===== src/rtl/bit_flip_pkg.sv =====
// Shared types, default widths and counter helper for the bit_flip_seq sequencer.
package bit_flip_pkg;

  localparam int unsigned N_DEF  = 8;
  localparam int unsigned CW_DEF = 8;

  typedef enum logic [1:0] {
    ST_IDLE = 2'd0,
    ST_RUN  = 2'd1,
    ST_DONE = 2'd2
  } state_e;

  // Increment that sticks at max; callers pass counters zero-extended to 32 bits.
  function automatic logic [31:0] sat_inc(input logic [31:0] val, input logic [31:0] max);
    return (val >= max) ? max : val + 32'd1;
  endfunction

endpackage


===== src/rtl/bit_flip_seq_changer.sv =====
// changer: toggles bit |i_b| of i_a; flags sign-set or out-of-range indices.
module changer #(
  parameter int unsigned N = 8
) (
  input  logic         i_clk,
  input  logic         i_rst,
  input  logic [N-1:0] i_a,
  input  logic [N-1:0] i_b,
  output logic [N-1:0] o_out,
  output logic         o_ERR
);

  logic [N-1:0] mag;
  logic         unused_clk_rst;

  // Purely combinational; clock and reset are tied in for interface uniformity only.
  assign unused_clk_rst = i_clk ^ i_rst;

  always_comb begin
    mag   = {1'b0, i_b[N-2:0]};
    o_ERR = i_b[N-1] || (mag >= N'(N));
    o_out = i_a ^ (N'(1) << mag);
  end

endmodule


===== src/rtl/bit_flip_seq.sv =====
// Job sequencer: loads a word, applies a stream of bit toggles via changer, closes on last.
module bit_flip_seq
  import bit_flip_pkg::*;
#(
  parameter int unsigned N  = N_DEF,
  parameter int unsigned CW = CW_DEF
) (
  input  logic          i_clk,
  input  logic          i_rst,
  input  logic          i_load,
  input  logic [N-1:0]  i_data,
  input  logic          i_valid,
  input  logic [N-1:0]  i_idx,
  input  logic          i_last,
  output logic          o_ready,
  output logic          o_busy,
  output logic          o_done,
  output logic [N-1:0]  o_result,
  output logic          o_ERR,
  output logic [CW-1:0] o_flips,
  output logic [CW-1:0] o_errs
);

  localparam logic [CW-1:0] CNT_MAX = {CW{1'b1}};

  state_e        state_q,  state_d;
  logic [N-1:0]  result_q, result_d;
  logic          err_q,    err_d;
  logic [CW-1:0] flips_q,  flips_d;
  logic [CW-1:0] errs_q,   errs_d;

  logic [N-1:0]  chg_out;
  logic          chg_err;

  changer #(.N(N)) u_changer (
    .i_clk (i_clk),
    .i_rst (i_rst),
    .i_a   (result_q),
    .i_b   (i_idx),
    .o_out (chg_out),
    .o_ERR (chg_err)
  );

  always_ff @(posedge i_clk) begin
    if (i_rst) begin
      state_q  <= ST_IDLE;
      result_q <= '0;
      err_q    <= 1'b0;
      flips_q  <= '0;
      errs_q   <= '0;
    end else begin
      state_q  <= state_d;
      result_q <= result_d;
      err_q    <= err_d;
      flips_q  <= flips_d;
      errs_q   <= errs_d;
    end
  end

  // Next-state and datapath update.
  always_comb begin
    state_d  = state_q;
    result_d = result_q;
    err_d    = err_q;
    flips_d  = flips_q;
    errs_d   = errs_q;
    unique case (state_q)
      ST_IDLE: begin
        if (i_load) begin
          result_d = i_data;
          err_d    = 1'b0;
          flips_d  = '0;
          errs_d   = '0;
          state_d  = ST_RUN;
        end
      end
      ST_RUN: begin
        if (i_valid) begin
          if (chg_err) begin
            err_d  = 1'b1;
            errs_d = CW'(sat_inc(32'(errs_q), 32'(CNT_MAX)));
          end else begin
            result_d = chg_out;
            flips_d  = CW'(sat_inc(32'(flips_q), 32'(CNT_MAX)));
          end
          if (i_last) state_d = ST_DONE;
        end
      end
      ST_DONE: state_d = ST_IDLE;
      default: state_d = ST_IDLE;
    endcase
  end

  // Handshake and status decoded from state only.
  always_comb begin
    o_ready = (state_q == ST_RUN);
    o_busy  = (state_q == ST_RUN) || (state_q == ST_DONE);
    o_done  = (state_q == ST_DONE);
  end

  assign o_result = result_q;
  assign o_ERR    = err_q;
  assign o_flips  = flips_q;
  assign o_errs   = errs_q;

endmodule


===== config.mk =====
export PLATFORM = sky130hd
export DESIGN_NAME = bit_flip_seq
export DESIGN_NICKNAME = d
export VERILOG_FILES = /design/src/rtl/bit_flip_pkg.sv /design/src/rtl/bit_flip_seq_changer.sv /design/src/rtl/bit_flip_seq.sv
export SDC_FILE = /design/constraint.sdc
export NUM_CORES = 1
export LEC_CHECK = 0
export ABC_AREA = 0
export BUFFER_PORTS_ARGS = -buffer_cell sky130_fd_sc_hd__buf_2
export CORE_UTILIZATION = 51
export CTS_CLUSTER_DIAMETER = 30
export DETAILED_ROUTE_END_ITERATION = 7
export PLACE_DENSITY = 0.76
export RECOVER_POWER = 100
export SLEW_MARGIN = 20
export SYNTH_ARGS = -nofsm -noshare
export SYNTH_HDL_FRONTEND = slang
export SYNTH_SLANG_ARGS = --single-unit

===== constraint.sdc =====
create_clock -name i_clk -period 2.72 [get_ports i_clk]
set_clock_uncertainty 0.05 [all_clocks]
set_input_delay 0.408 -clock i_clk [delete_from_list [all_inputs] [get_ports i_clk]]
set_output_delay 0.408 -clock i_clk [all_outputs]
set_load 0.005 [all_outputs]

==> run summary, run 1 <==
status = finished, final reports clean
Hold Buf Count CTS = 0
Power Density = 667 nW/µm²
FF+latch area = 541 µm²
Slew Limit Fails = 0
grt ovf = 0
port bufs = 48
Final min period = 2.39 ns
Post-Layout Cell Count = 299
crit path DAT = 2.54 ns
Synthesized Nets = 236
GR Util met2 = 0.424
first-pass GRT wire length = 6.82 mm
Max-Cap Viols = 0
number of synthesized flops with an enable pin = 0
TritonRoute pass-1 iters = 4
residual DRC count = 0
Async SR Flop Fraction = 0
GRT busiest layer = met2
layout cells sized above 1 = 0.204
Worst Reg-to-Reg Cells = 7
grt met3 use = 0.0415
clock latency on the worst-skew pair = 0.33 ns
Worst Path Class, Setup = reg2reg
Max Root-Sink Buffers = 2
Detail Placement HPWL = 3.12 mm
Max-Slew Margin vs Limit = 0.357
initial drt markers = 103
clk sink count = 27
total CTS buffers = 3
synthesized area per cell = 7.99 µm²
Final nets = 284
Core Util, Final = 0.634
largest net degree at the start of global routing = 25
CTS tree = yes
#FFs+latches synth = 27
distinct cell type count after synthesis = 46
clock slew at reported path FFs = 0.16 ns
final setup violation count = 0
Initial Util = 0.540
Synth Cell Area = 1660 µm²
area of the multi-input gates = 1040 µm²
row cnt = 20
WL/cell = 14.1 µm
IO Count = 49
crit path cell chain = inv_1 > ha_1 > clkbuf_1 > nor2b_1 > or2_2 > o31ai_1 > o221ai_1
slowest stage delay, CP = 0.51 ns
Worst path slowest cell = o31ai_1
Ys Warns = 0
global-route met1 utilization = 0.337
worst-margin pin slew = 0.956 ns
diodes inserted = 0
Leak = 0.715 nW
Seq/Total Area, Yosys = 0.325
gr usage total = 0.254
TNS Setup = 0 ns
area grow syn2layout = 17.5%
crit start category = flop
Root Driver = clkbuf_4
Max VDD drop = 410 µV
CTS H-tree lvls = 1
Mapped Cells = 208
gpl congestion = 0.893
# fillers = 318
max frequency = 0.419 GHz
top_reg_cell synth = dfxtp_1
die area = 3490 µm²
initial antenna violation count = 0
Crit. End Element = flop
vias in the first global route = 1501
remaining antenna violation count after routing = 0
final hold violations = 0
Vert. Die Dim = 59.1 µm
dpl cells = 295
Die Wd = 59.1 µm
final WL = 4.21 mm
critical path peak fanout = 16
RSZ-0062 raised after global routing = no
Tcrit/Tclk final = 0.878
Hold Crit Class = in2reg
Avg Vias per Cell = 5.98
Worst EP required = 2.88 ns
hold depth = 3
Vias = 1788
Setup Buffers After CTS = 0
CTS resizes = 0
total core area = 3080 µm²
==> synth_stat cells (7+ instances only) <==
library cell | n | area (µm²)
a31oi_1 | 11 | 68.8
nand3_1 | 11 | 55.1
ha_1 | 7 | 87.6
o31ai_1 | 7 | 52.6
dfxtp_1 | 27 | 541
inv_1 | 9 | 33.8
a21oi_1 | 10 | 50.1
nor2_1 | 18 | 67.6
a22oi_1 | 7 | 52.6
nor3_1 | 10 | 50.1
o21ai_0 | 9 | 45.0
nand2_1 | 15 | 56.3
==> power breakdown <==
part           internal, mW  total (mW)  switching (mW)
Sequential            0.459       0.518          0.0588
Clock                0.0575       0.181           0.123
Combinational         0.222       0.603           0.382
==> registers in the layout (all words and copies together) (netlist names) <==
register	flops
o_errs	8
state_q	2
o_flips	8
o_result	8
o_ERR	1
==> stage by stage <==
| stage | hold slack (ns) | power, mW | setup WS, ns | instance area (µm²) |
|---|---|---|---|---|
| 2_1_floorplan | 0.415 | 0.946 | 0.671 | 1660 |
| 3_3_place_gp | 0.431 | 1.13 | 0.531 | 1940 |
| 3_5_place_dp | 0.430 | 1.13 | 0.454 | 1940 |
| 4_1_cts | 0.306 | 1.31 | 0.442 | 1970 |
| 5_1_grt | 0.293 | 1.42 | 0.144 | 1950 |
| 6_report | 0.292 | 1.30 | 0.332 | 1950 |
==> placed cells by master (no fill, tap or decap), drive strengths merged, types with 7 or more instances in the layout <==
| master | count |
|---|---|
| buf | 43 |
| dfxtp | 27 |
| nor2 | 18 |
| nand2 | 15 |
| clkbuf | 13 |
| nand3 | 11 |
| a31oi | 11 |
| a21oi | 10 |
| nor3 | 10 |
| inv | 9 |
| o21ai | 9 |
| o31ai | 7 |
| a22oi | 7 |
| ha | 7 |
==> per-layer routing <==
layer  up-vias  wire (µm)
li1        901          -
met1       810       1850
met2        72       2010
met3         5        311
met4         0         42
met5         -          0
==> final cells by class <==
| cell class | count | share of cell area |
|---|---|---|
| flip-flops and latches | 27 | 0.277 |
| repair buffers | 52 | 0.131 |
| clock buffers | 4 | 0.0135 |
| inverters | 10 | 0.0192 |
| multi-input cells | 162 | 0.531 |
| well taps | 44 | 0.0282 |
==> path summary, 6_finish.rpt <==
path	startpoint	end	slack, ns
setup reg to reg	state_q[1]$_SDFFE_PP0P_	o_errs[5]$_SDFFE_PP0P_	0.33
setup / recovery	state_q[1]$_SDFFE_PP0P_	o_errs[5]$_SDFFE_PP0P_	0.33
hold / removal	i_data[0]	o_result[0]$_SDFFE_PP0P_	0.29
hold reg to reg	o_ERR$_SDFFE_PP0P_	o_ERR$_SDFFE_PP0P_	0.46
==> kinds of logic (layout without fill, tap and decap cells) <==
logic type | count (synthesis) | after routing | share of synthesized area
flip-flops | 27 | 27 | 0.325
AND/OR/NAND/NOR | 79 | 79 | 0.251
AO/OA/AOI/OAI | 74 | 74 | 0.308
adder cells (fa/ha/maj) | 7 | 7 | 0.0527
buffers and inverters | 19 | 66 | 0.0512
multiplexers | 2 | 2 | 0.0120
==> critical path, delay by kind of cell, from the launching register on <==
| kind | cells | cell delay, ns |
|---|---|---|
| buf+inv | 2 | 0.33 |
| fa+ha+maj | 1 | 0.20 |
| flops | 1 | 0.38 |
| simple gates | 2 | 0.64 |
| compound gates | 2 | 0.68 |
Note: power is estimated with default switching activity, not from simulation.
==> inputs of run 2 (changes only) <==
--- a/config.mk
+++ b/config.mk
@@ -11,7 +11,6 @@
 export CTS_CLUSTER_DIAMETER = 30
 export DETAILED_ROUTE_END_ITERATION = 7
 export PLACE_DENSITY = 0.76
-export RECOVER_POWER = 100
 export SLEW_MARGIN = 20
 export SYNTH_ARGS = -nofsm -noshare
 export SYNTH_HDL_FRONTEND = slang
==> run summary, run 2 (synthesis gave the netlist of run 1 again) <==
CTS tree = yes
switching power of the nets = 564 µW (about the same)
most common cell after layout, fill and taps aside = buf_2
clk sink count = 27 (unchanged)
grt ovf = 0 (unchanged)
total CTS buffers = 3 (unchanged)
Hold Buf Count CTS = 0 (unchanged)
Worst EP required = 2.87 ns (about the same)
switching share of power = 0.430 (-0.00333)
RR Startpoint = state_q[0]$_SDFFE_PP0P_
Max VDD drop = 409 µV (-0.22%)
clock slew at reported path FFs = 0.16 ns (about the same)
port bufs = 48 (unchanged)
vias in the first global route = 1501 (unchanged)
gpl congestion = 0.893 (unchanged)
pre-CTS setup slack = 0.454 ns (unchanged)
Tcrit/Tclk final = 0.834 (-0.0437)
row cnt = 20 (unchanged)
Vert. Die Dim = 59.1 µm (unchanged)
IO Count = 49 (unchanged)
final hold violations = 0 (unchanged)
Crit. End Element = flop
Leak = 0.753 nW (+5.3%)
largest net degree at the start of global routing = 25 (unchanged)
gr usage total = 0.254 (unchanged)
initial antenna violation count = 0 (unchanged)
most frequent cells in the layout = 48 x buf_2, 27 x dfxtp_1, 18 x nor2_1
Die Wd = 59.1 µm (unchanged)
Power Density = 668 nW/µm² (about the same)
PnR worst setup slack = 0.451 ns (+0.119 ns)
final WL = 4.19 mm (-0.66%)
Worst Path Class, Setup = reg2reg
CP Capture Point = o_errs[5]$_SDFFE_PP0P_
critical path peak fanout = 16 (unchanged)
RSZ-0062 raised after global routing = no
CTS H-tree lvls = 1 (unchanged)
final setup violation count = 0 (unchanged)
layout cells sized above 1 = 0.239 (+0.0353)
clock latency on the worst-skew pair = 0.34 ns (about the same)
Post-Layout Cell Count = 299 (unchanged)
worst-margin pin slew = 1.02 ns (+0.0609 ns)
crit start category = flop
crit path DAT = 2.42 ns (-0.12 ns)
internal power = 748 µW (+1.4%)
Hold WS = 0.291 ns (-0.00138 ns)
status = finished, final reports clean
Slew Limit Fails = 0 (unchanged)
remaining antenna violation count after routing = 0 (unchanged)
max frequency = 0.441 GHz (+5.2%)
CP startpoint = state_q[0]$_SDFFE_PP0P_
clock network power share = 0.138 (about the same)
Avg Vias per Cell = 6.04 (+0.95%)
dpl cells = 295 (unchanged)
Final nets = 284 (unchanged)
TNS Setup = 0 ns (unchanged)
R2R Setup Slk = 0.45 ns (+0.12 ns)
Detail Placement HPWL = 3.12 mm (unchanged)
diodes inserted = 0 (unchanged)
area grow syn2layout = 18.3%
Post-DP Area = 1940 µm² (unchanged)
TritonRoute pass-1 iters = 4 (unchanged)
Core Util, Final = 0.639 (+0.00447)
residual DRC count = 0 (unchanged)
Final min period = 2.27 ns (-0.119 ns)
Seq pwr share = 0.394 (-0.004)
die area = 3490 µm² (unchanged)
Initial Util = 0.540 (unchanged)
initial drt markers = 102 (-0.97%)
Setup Buffers After CTS = 0 (unchanged)
Comb pwr share = 0.468 (+0.005)
Worst Reg-to-Reg Cells = 6 (-1)
Vias = 1805 (+0.95%)
Tot Pwr = 1.31 mW (+0.77%)
total core area = 3080 µm² (unchanged)
Max-Slew Margin vs Limit = 0.317 (-0.0409)
Root Driver = clkbuf_4
post-route cell area = 1970 µm² (+0.71%)
CTS resizes = 0 (unchanged)
first-pass GRT wire length = 6.82 mm (unchanged)
Max Root-Sink Buffers = 2 (unchanged)
Max-Cap Viols = 0 (unchanged)
Hold Crit Class = in2reg
FF-to-FF End = o_errs[5]$_SDFFE_PP0P_
WL/cell = 14.0 µm (-0.66%)
run 2: cell count changes in the layout (fill, tap and decap cells not counted):
cell,delta
buf_4,+1
clkbuf_1,-9
buf_2,+8
run 2: final cells by class:
class	instances	area (µm²)
Clock buffer	4	26.3
Tap cell	44	55.1
Sequential cell	27	541
Fill cell	309	1110
Timing Repair Buffer	52	270
Inverter	10	37.5
Multi-Input combinational cell	162	1040
run 2: power by group through the flow:
stage                     registers [mW]  logic [mW]  clock network (mW)
after global placement             0.524       0.609                   0
after CTS                          0.517       0.612               0.184
after floorplan                    0.524       0.422                   0
final                              0.517       0.614               0.181
after global routing               0.528       0.690               0.210
after detailed placement           0.524       0.610                   0
run 2: per-layer routing:
metal  routed length [µm]  global-route usage
met1                 1850               0.337
met2                 2010               0.424
met3                  282              0.0415
met4                   42              0.0782
met5                    0                   0
run 2: worst min-delay path by stage:
| stage | start | endpoint | slack (ns) | cells after the start |
|---|---|---|---|---|
| 2_1_floorplan | o_ERR$_SDFFE_PP0P_ | o_ERR$_SDFFE_PP0P_ | 0.41 | 2 |
| 3_3_place_gp | o_ERR$_SDFFE_PP0P_ | o_ERR$_SDFFE_PP0P_ | 0.43 | 2 |
| 3_5_place_dp | o_ERR$_SDFFE_PP0P_ | o_ERR$_SDFFE_PP0P_ | 0.43 | 2 |
| 4_1_cts | i_data[0] | o_result[0]$_SDFFE_PP0P_ | 0.31 | 3 |
| 5_1_grt | i_data[0] | o_result[0]$_SDFFE_PP0P_ | 0.29 | 3 |
| 6_report | i_data[0] | o_result[0]$_SDFFE_PP0P_ | 0.29 | 3 |
run 2: worst max-delay path, stage by stage, from the launching register on:
cell	delay (ns)
dfxtp_1	0.39
inv_1	0.09
ha_1	0.25
nor2b_1	0.23
or2_2	0.46
o31ai_1	0.51
o221ai_1	0.17
